===== src/rtl/chime_alarm_gen.sv =====
// Hourly pip generator and N-channel alarm with square-wave speaker drive.
// Ports: CP/nCR clock+async reset; Hour/Minute/Second BCD time; Chime_En;
//   Alarm_Time/Alarm_En per-channel; Stop; Low_sound/High_sound pips;
//   Alarm_Ring per-channel; Speaker audio.
module chime_alarm_gen #(
   parameter int CLK_HZ     = 4000,
   parameter int LOW_HZ     = 500,
   parameter int HIGH_HZ    = 1000,
   parameter int N_LOW_PIPS = 4,
   parameter int N_ALARM    = 2,
   parameter int ALARM_SECS = 60
) (
   input  logic                   CP,
   input  logic                   nCR,
   input  logic [7:0]             Hour,
   input  logic [7:0]             Minute,
   input  logic [7:0]             Second,
   input  logic                   Chime_En,
   input  logic [16*N_ALARM-1:0]  Alarm_Time,
   input  logic [N_ALARM-1:0]     Alarm_En,
   input  logic                   Stop,
   output logic                   Low_sound,
   output logic                   High_sound,
   output logic [N_ALARM-1:0]     Alarm_Ring,
   output logic                   Speaker
);

   localparam int HALF_LO = CLK_HZ / (2 * LOW_HZ);
   localparam int HALF_HI = CLK_HZ / (2 * HIGH_HZ);
   localparam int PW      = $clog2(CLK_HZ);
   localparam int HW      = 16;

   localparam logic [PW-1:0] PH_MAX  = PW'(CLK_HZ - 1);
   localparam logic [PW-1:0] PH_HALF = PW'(CLK_HZ / 2);
   localparam logic [HW-1:0] LO_TOP  = HW'(HALF_LO - 1);
   localparam logic [HW-1:0] HI_TOP  = HW'(HALF_HI - 1);
   localparam logic [7:0]    SEC_TOP = 8'(ALARM_SECS);

   if (HALF_LO < 1 || HALF_HI < 1 || HALF_LO >= 65536) begin : g_bad_tone
      $error("chime_alarm_gen: tone half-period out of range");
   end
   if (N_LOW_PIPS < 1 || N_LOW_PIPS > 5) begin : g_bad_pips
      $error("chime_alarm_gen: N_LOW_PIPS must be 1..5");
   end
   if (N_ALARM < 1 || N_ALARM > 8) begin : g_bad_nalarm
      $error("chime_alarm_gen: N_ALARM must be 1..8");
   end
   if (ALARM_SECS < 1 || ALARM_SECS > 255) begin : g_bad_secs
      $error("chime_alarm_gen: ALARM_SECS must be 1..255");
   end

   typedef enum logic [1:0] {
      TONE_OFF,
      TONE_LO,
      TONE_HI
   } tone_e;

   logic [7:0]         sec_prev_q, sec_prev_d;
   logic               low_q, low_d;
   logic               high_q, high_d;
   logic [N_ALARM-1:0] ring_q, ring_d;
   logic [7:0]         cnt_q [N_ALARM];
   logic [7:0]         cnt_d [N_ALARM];
   logic [PW-1:0]      phase_q, phase_d;
   tone_e              tone_q, tone_d;
   logic [HW-1:0]      hcnt_q, hcnt_d;
   logic               spk_q, spk_d;

   logic               sec_chg;
   logic               low_hit;
   logic               alarm_on;
   logic [N_ALARM-1:0] trig;
   logic [HW-1:0]      half_top;

   // Low pips sit on the odd seconds 59-2k, matched as literal BCD.
   always_comb begin
      low_hit = 1'b0;
      for (int k = 1; k <= N_LOW_PIPS; k++) begin
         if (Second == {4'((59 - 2 * k) / 10), 4'((59 - 2 * k) % 10)})
            low_hit = 1'b1;
      end
   end

   always_comb begin
      sec_chg    = (Second != sec_prev_q);
      sec_prev_d = Second;
      low_d      = Chime_En && (Minute == 8'h59) && low_hit;
      high_d     = Chime_En && (Minute == 8'h59) && (Second == 8'h59);

      trig   = '0;
      ring_d = ring_q;
      for (int i = 0; i < N_ALARM; i++) begin
         cnt_d[i] = cnt_q[i];
         trig[i]  = sec_chg && (Second == 8'h00) && Alarm_En[i] &&
                    ({Hour, Minute} == Alarm_Time[16*i +: 16]);
         if (Stop || !Alarm_En[i]) begin
            ring_d[i] = 1'b0;
            cnt_d[i]  = 8'd0;
         end else if (trig[i]) begin
            ring_d[i] = 1'b1;
            cnt_d[i]  = 8'd0;
         end else if (ring_q[i]) begin
            if (cnt_q[i] == SEC_TOP) begin
               ring_d[i] = 1'b0;
               cnt_d[i]  = 8'd0;
            end else if (sec_chg) begin
               cnt_d[i] = cnt_q[i] + 8'd1;
            end
         end
      end

      // Phase within the current second; saturates so a stalled
      // time base leaves the beep in its off half.
      if (sec_chg)
         phase_d = '0;
      else if (phase_q == PH_MAX)
         phase_d = phase_q;
      else
         phase_d = phase_q + 1'b1;

      alarm_on = (|ring_q) && (phase_q < PH_HALF);

      // Pips take priority over the alarm beep.
      if (high_q)
         tone_d = TONE_HI;
      else if (low_q)
         tone_d = TONE_LO;
      else if (alarm_on)
         tone_d = TONE_HI;
      else
         tone_d = TONE_OFF;

      half_top = (tone_d == TONE_HI) ? HI_TOP : LO_TOP;

      if (tone_d == TONE_OFF || tone_d != tone_q) begin
         hcnt_d = '0;
         spk_d  = 1'b0;
      end else if (hcnt_q == half_top) begin
         hcnt_d = '0;
         spk_d  = ~spk_q;
      end else begin
         hcnt_d = hcnt_q + 1'b1;
         spk_d  = spk_q;
      end
   end

   always_ff @(posedge CP or negedge nCR) begin
      if (!nCR) begin
         sec_prev_q <= 8'h00;
         low_q      <= 1'b0;
         high_q     <= 1'b0;
         ring_q     <= '0;
         for (int i = 0; i < N_ALARM; i++) cnt_q[i] <= 8'd0;
         phase_q    <= '0;
         tone_q     <= TONE_OFF;
         hcnt_q     <= '0;
         spk_q      <= 1'b0;
      end else begin
         sec_prev_q <= sec_prev_d;
         low_q      <= low_d;
         high_q     <= high_d;
         ring_q     <= ring_d;
         for (int i = 0; i < N_ALARM; i++) cnt_q[i] <= cnt_d[i];
         phase_q    <= phase_d;
         tone_q     <= tone_d;
         hcnt_q     <= hcnt_d;
         spk_q      <= spk_d;
      end
   end

   assign Low_sound  = low_q;
   assign High_sound = high_q;
   assign Alarm_Ring = ring_q;
   assign Speaker    = spk_q;

endmodule


===== config.mk =====
export PLATFORM = sky130hd
export DESIGN_NAME = chime_alarm_gen
export DESIGN_NICKNAME = d
export VERILOG_FILES = /design/src/rtl/chime_alarm_gen.sv
export SDC_FILE = /design/constraint.sdc
export NUM_CORES = 1
export LEC_CHECK = 0
export CORE_MARGIN = 5
export CORE_UTILIZATION = 56
export DETAILED_ROUTE_END_ITERATION = 10
export PLACE_DENSITY = 0.93
export SETUP_SLACK_MARGIN = 0.2
export SKIP_LAST_GASP = 1
export SLEW_MARGIN = 20
export SYNTH_ARGS = -nofsm -noshare
export SYNTH_HDL_FRONTEND = slang
export SYNTH_SLANG_ARGS = --single-unit

===== constraint.sdc =====
create_clock -name CP -period 4.15 [get_ports CP]
set_input_delay 0.415 -clock CP [delete_from_list [all_inputs] [get_ports CP]]
set_output_delay 0.415 -clock CP [all_outputs]
set_load 0.02 [all_outputs]

==> flow_summary.json <==
{
  "status": "completed",
  "final_area_um2": 4380,
  "nNetsFinal": 506,
  "pre_cts_ws_ps": 1530,
  "cts_sinks": 59,
  "cts_setup_buffers": 0,
  "grt_max_degree": 60,
  "utilization_pct": 73.5,
  "ys_types": 47,
  "layout_setup_ws_ps": 1820,
  "via_per_inst": 5.87,
  "rows": 28,
  "synth.area.top_cells": "dfrtp_1, xnor2_1, nor2_1, xor2_1, nand2_1",
  "p_total_mw": 1.24,
  "cts-buffers-inserted": 9,
  "wire_per_inst_um": 15.9,
  "leakage_nw": 1.70,
  "core_um2": 5960,
  "fin_crit_ps": 2330,
  "ys_top_cells_by_count": "dfrtp_1, xnor2_1, nor2_1",
  "final-seq-area_um2": 1480,
  "arrival_ps": 2560,
  "power_density_nw_per_um2": 283,
  "start_util_pct": 57.9,
  "p_switching_uw": 288,
  "fin_skew_ps": 8.52,
  "setup_viol": 0,
  "end_kind": "register",
  "grt_setup_unrepaired": "false",
  "synth_ff_type": "dfrtp_1",
  "ys_ff_latch": 59,
  "async_flop_share_pct": 100,
  "drtIter0Drc": 120,
  "insertion_delay_ps": 340,
  "clock_path_buffers": 2,
  "die_y_um": 88.4,
  "routed_wl_mm": 8.23,
  "ant_nets": 0,
  "grtUsageTotal_pct": 22.6,
  "hold_viol": 0,
  "antennaDiodeCount": 0,
  "maxCapViolations": 0,
  "fmax_mhz": 429,
  "peakVddDrop_mv": 0.228,
  "syn_area_um2": 3450,
  "first_global_vias": 3107,
  "synth_most_common_cell": "dfrtp_1",
  "cts_tree": "built",
  "via_count": 3043,
  "syn_to_final_growth_pct": 27.0,
  "path_max_fanout": 19,
  "hpwl_mm": 6.21,
  "n_fill_cell": 429,
  "grt_pass1_wl_mm": 13.6,
  "drc": 0,
  "antenna_found_initial": 0,
  "syn-num-nets": 433,
  "pwr-share-clk_pct": 42.0,
  "ctsHoldBuffers": 0,
  "switching_share_pct": 23.2,
  "critical_path_required_ps": 4380,
  "grt-ovfl-total": 0,
  "max_slew.worst_pin.slew_ps": 797,
  "yosysTopAreaCell": "dfrtp_1",
  "h-tree-depth": 3,
  "path_clk_slew_ps": 70,
  "portBuffers": 66,
  "fin_crit_sh_pct": 56.1,
  "crit_type": "input port to register",
  "die_w_um": 88.4,
  "synth_top_area_share_pct": 42.8,
  "maxSlewHeadroom_pct": 46.4,
  "synth-edff-count": 0,
  "root_buffer": "clkbuf_8",
  "dieArea_um2": 7820,
  "finalSetupTns_ps": 0,
  "syn_inst": 365,
  "layout-drive-gt1-share_pct": 6.09,
  "multi_input_area_um2": 1920,
  "internal_power_uw": 951,
  "p_comb_share_pct": 11.1,
  "hold_path.class": "input port to asynchronous set/reset pin",
  "cp-start-kind": "input port",
  "avgSynthCellArea_um2": 9.44,
  "finalWeightedCongestion": 0.837,
  "ys_seq_area_share_pct": 42.8,
  "dpl_cell_area_um2": 4180,
  "power_frac_seq_pct": 46.9,
  "dr.pass1.iters": 5,
  "maxSlewViolCount": 0,
  "cts_resized": 0,
  "yosysWarningCount": 0,
  "io_pins": 67
}
## cell families after synthesis
group,share of synthesized area (%)
xor gates and xnor gates,15.5
AOI/OAI and AO/OA,11.3
buffers and inverters,1.56
muxes,0.908
adders and majority gates,2.18
and+or+nand+nor,25.7
DFF,42.8
## cell usage in the layout, fill, tap and decap left out, types with 3 or more instances in the layout
cell / count
a21oi_1: 10
nand4_1: 18
nor3_1: 5
nand2b_1: 7
nor2_1: 41
xnor2_1: 46
clkbuf_8: 10
o211ai_1: 5
nand3_1: 12
a21boi_0: 3
dfrtp_1: 59
inv_1: 9
and3_1: 14
a22oi_1: 3
nor4_1: 8
clkinv_2: 3
ha_1: 6
nor2b_1: 8
xor2_1: 15
o21ai_0: 17
o22ai_1: 4
nand2_1: 30
or3_1: 5
and4_1: 3
clkdlybuf4s50_1: 65
## worst paths after layout
check | from | endpoint | slack [ps] | cells after the start
max in group asynchronous | nCR | sec_prev_q[0] | 3450 | 2
min in group CP | High_sound | tone_q[0] | 460 | 1
worst max-delay path | Second[6] | cnt_q[12] | 1820 | 7
worst min-delay path | nCR | hcnt_q[7] | 210 | 2
worst max register to register | cnt_q[0] | cnt_q[5] | 1920 | 8
worst min register to register | High_sound | tone_q[0] | 460 | 1
## final cells by class
cell class,instances,area share (%)
well taps,75,2.14
clock buffers,11,3.23
flip-flops and latches,59,33.7
inverters,9,0.772
clock inverters,5,1.20
repair buffers,67,15.2
multi-input cells,292,43.8
## stage by stage
stage | hold slack (ps) | instances
floorplan | 119 | 365
global placement | 456 | 502
detailed placement | 458 | 502
CTS | 242 | 518
global route | 280 | 518
finish | 213 | 518
## worst max-delay path, stage by stage
cell and delay [ps]:
clkdlybuf4s50_1 560, xnor2_1 160, nand4_1 220, or2_2 520, o22ai_1 390, o211ai_1 170
o31ai_1 110
## metal layers
layer | vias up | GRT usage [%] | share of wire, %
li1 | 1455 | - | -
met1 | 1437 | 24.2 | 40
met2 | 126 | 40.3 | 50
met3 | 25 | 6.80 | 7.4
met4 | 0 | 11.5 | 3.1
met5 | - | 0 | 0
## power groups by stage
stage	clock network [mW]	logic, mW	registers [mW]
after floorplan	0	0.0470	0.592
after global placement	0	0.134	0.592
after CTS	0.523	0.138	0.581
after detailed placement	0	0.137	0.592
final	0.521	0.137	0.581
after global routing	0.557	0.148	0.581
## registers in the layout, summed over array words and instances, names as in the netlist
signal and cells:
Alarm_Ring 2, Speaker 1, High_sound 1, sec_prev_q 8, cnt_q 16, tone_q 2, hcnt_q 16, Low_sound 1
phase_q 12
Note: power is estimated with default switching activity, not from simulation.
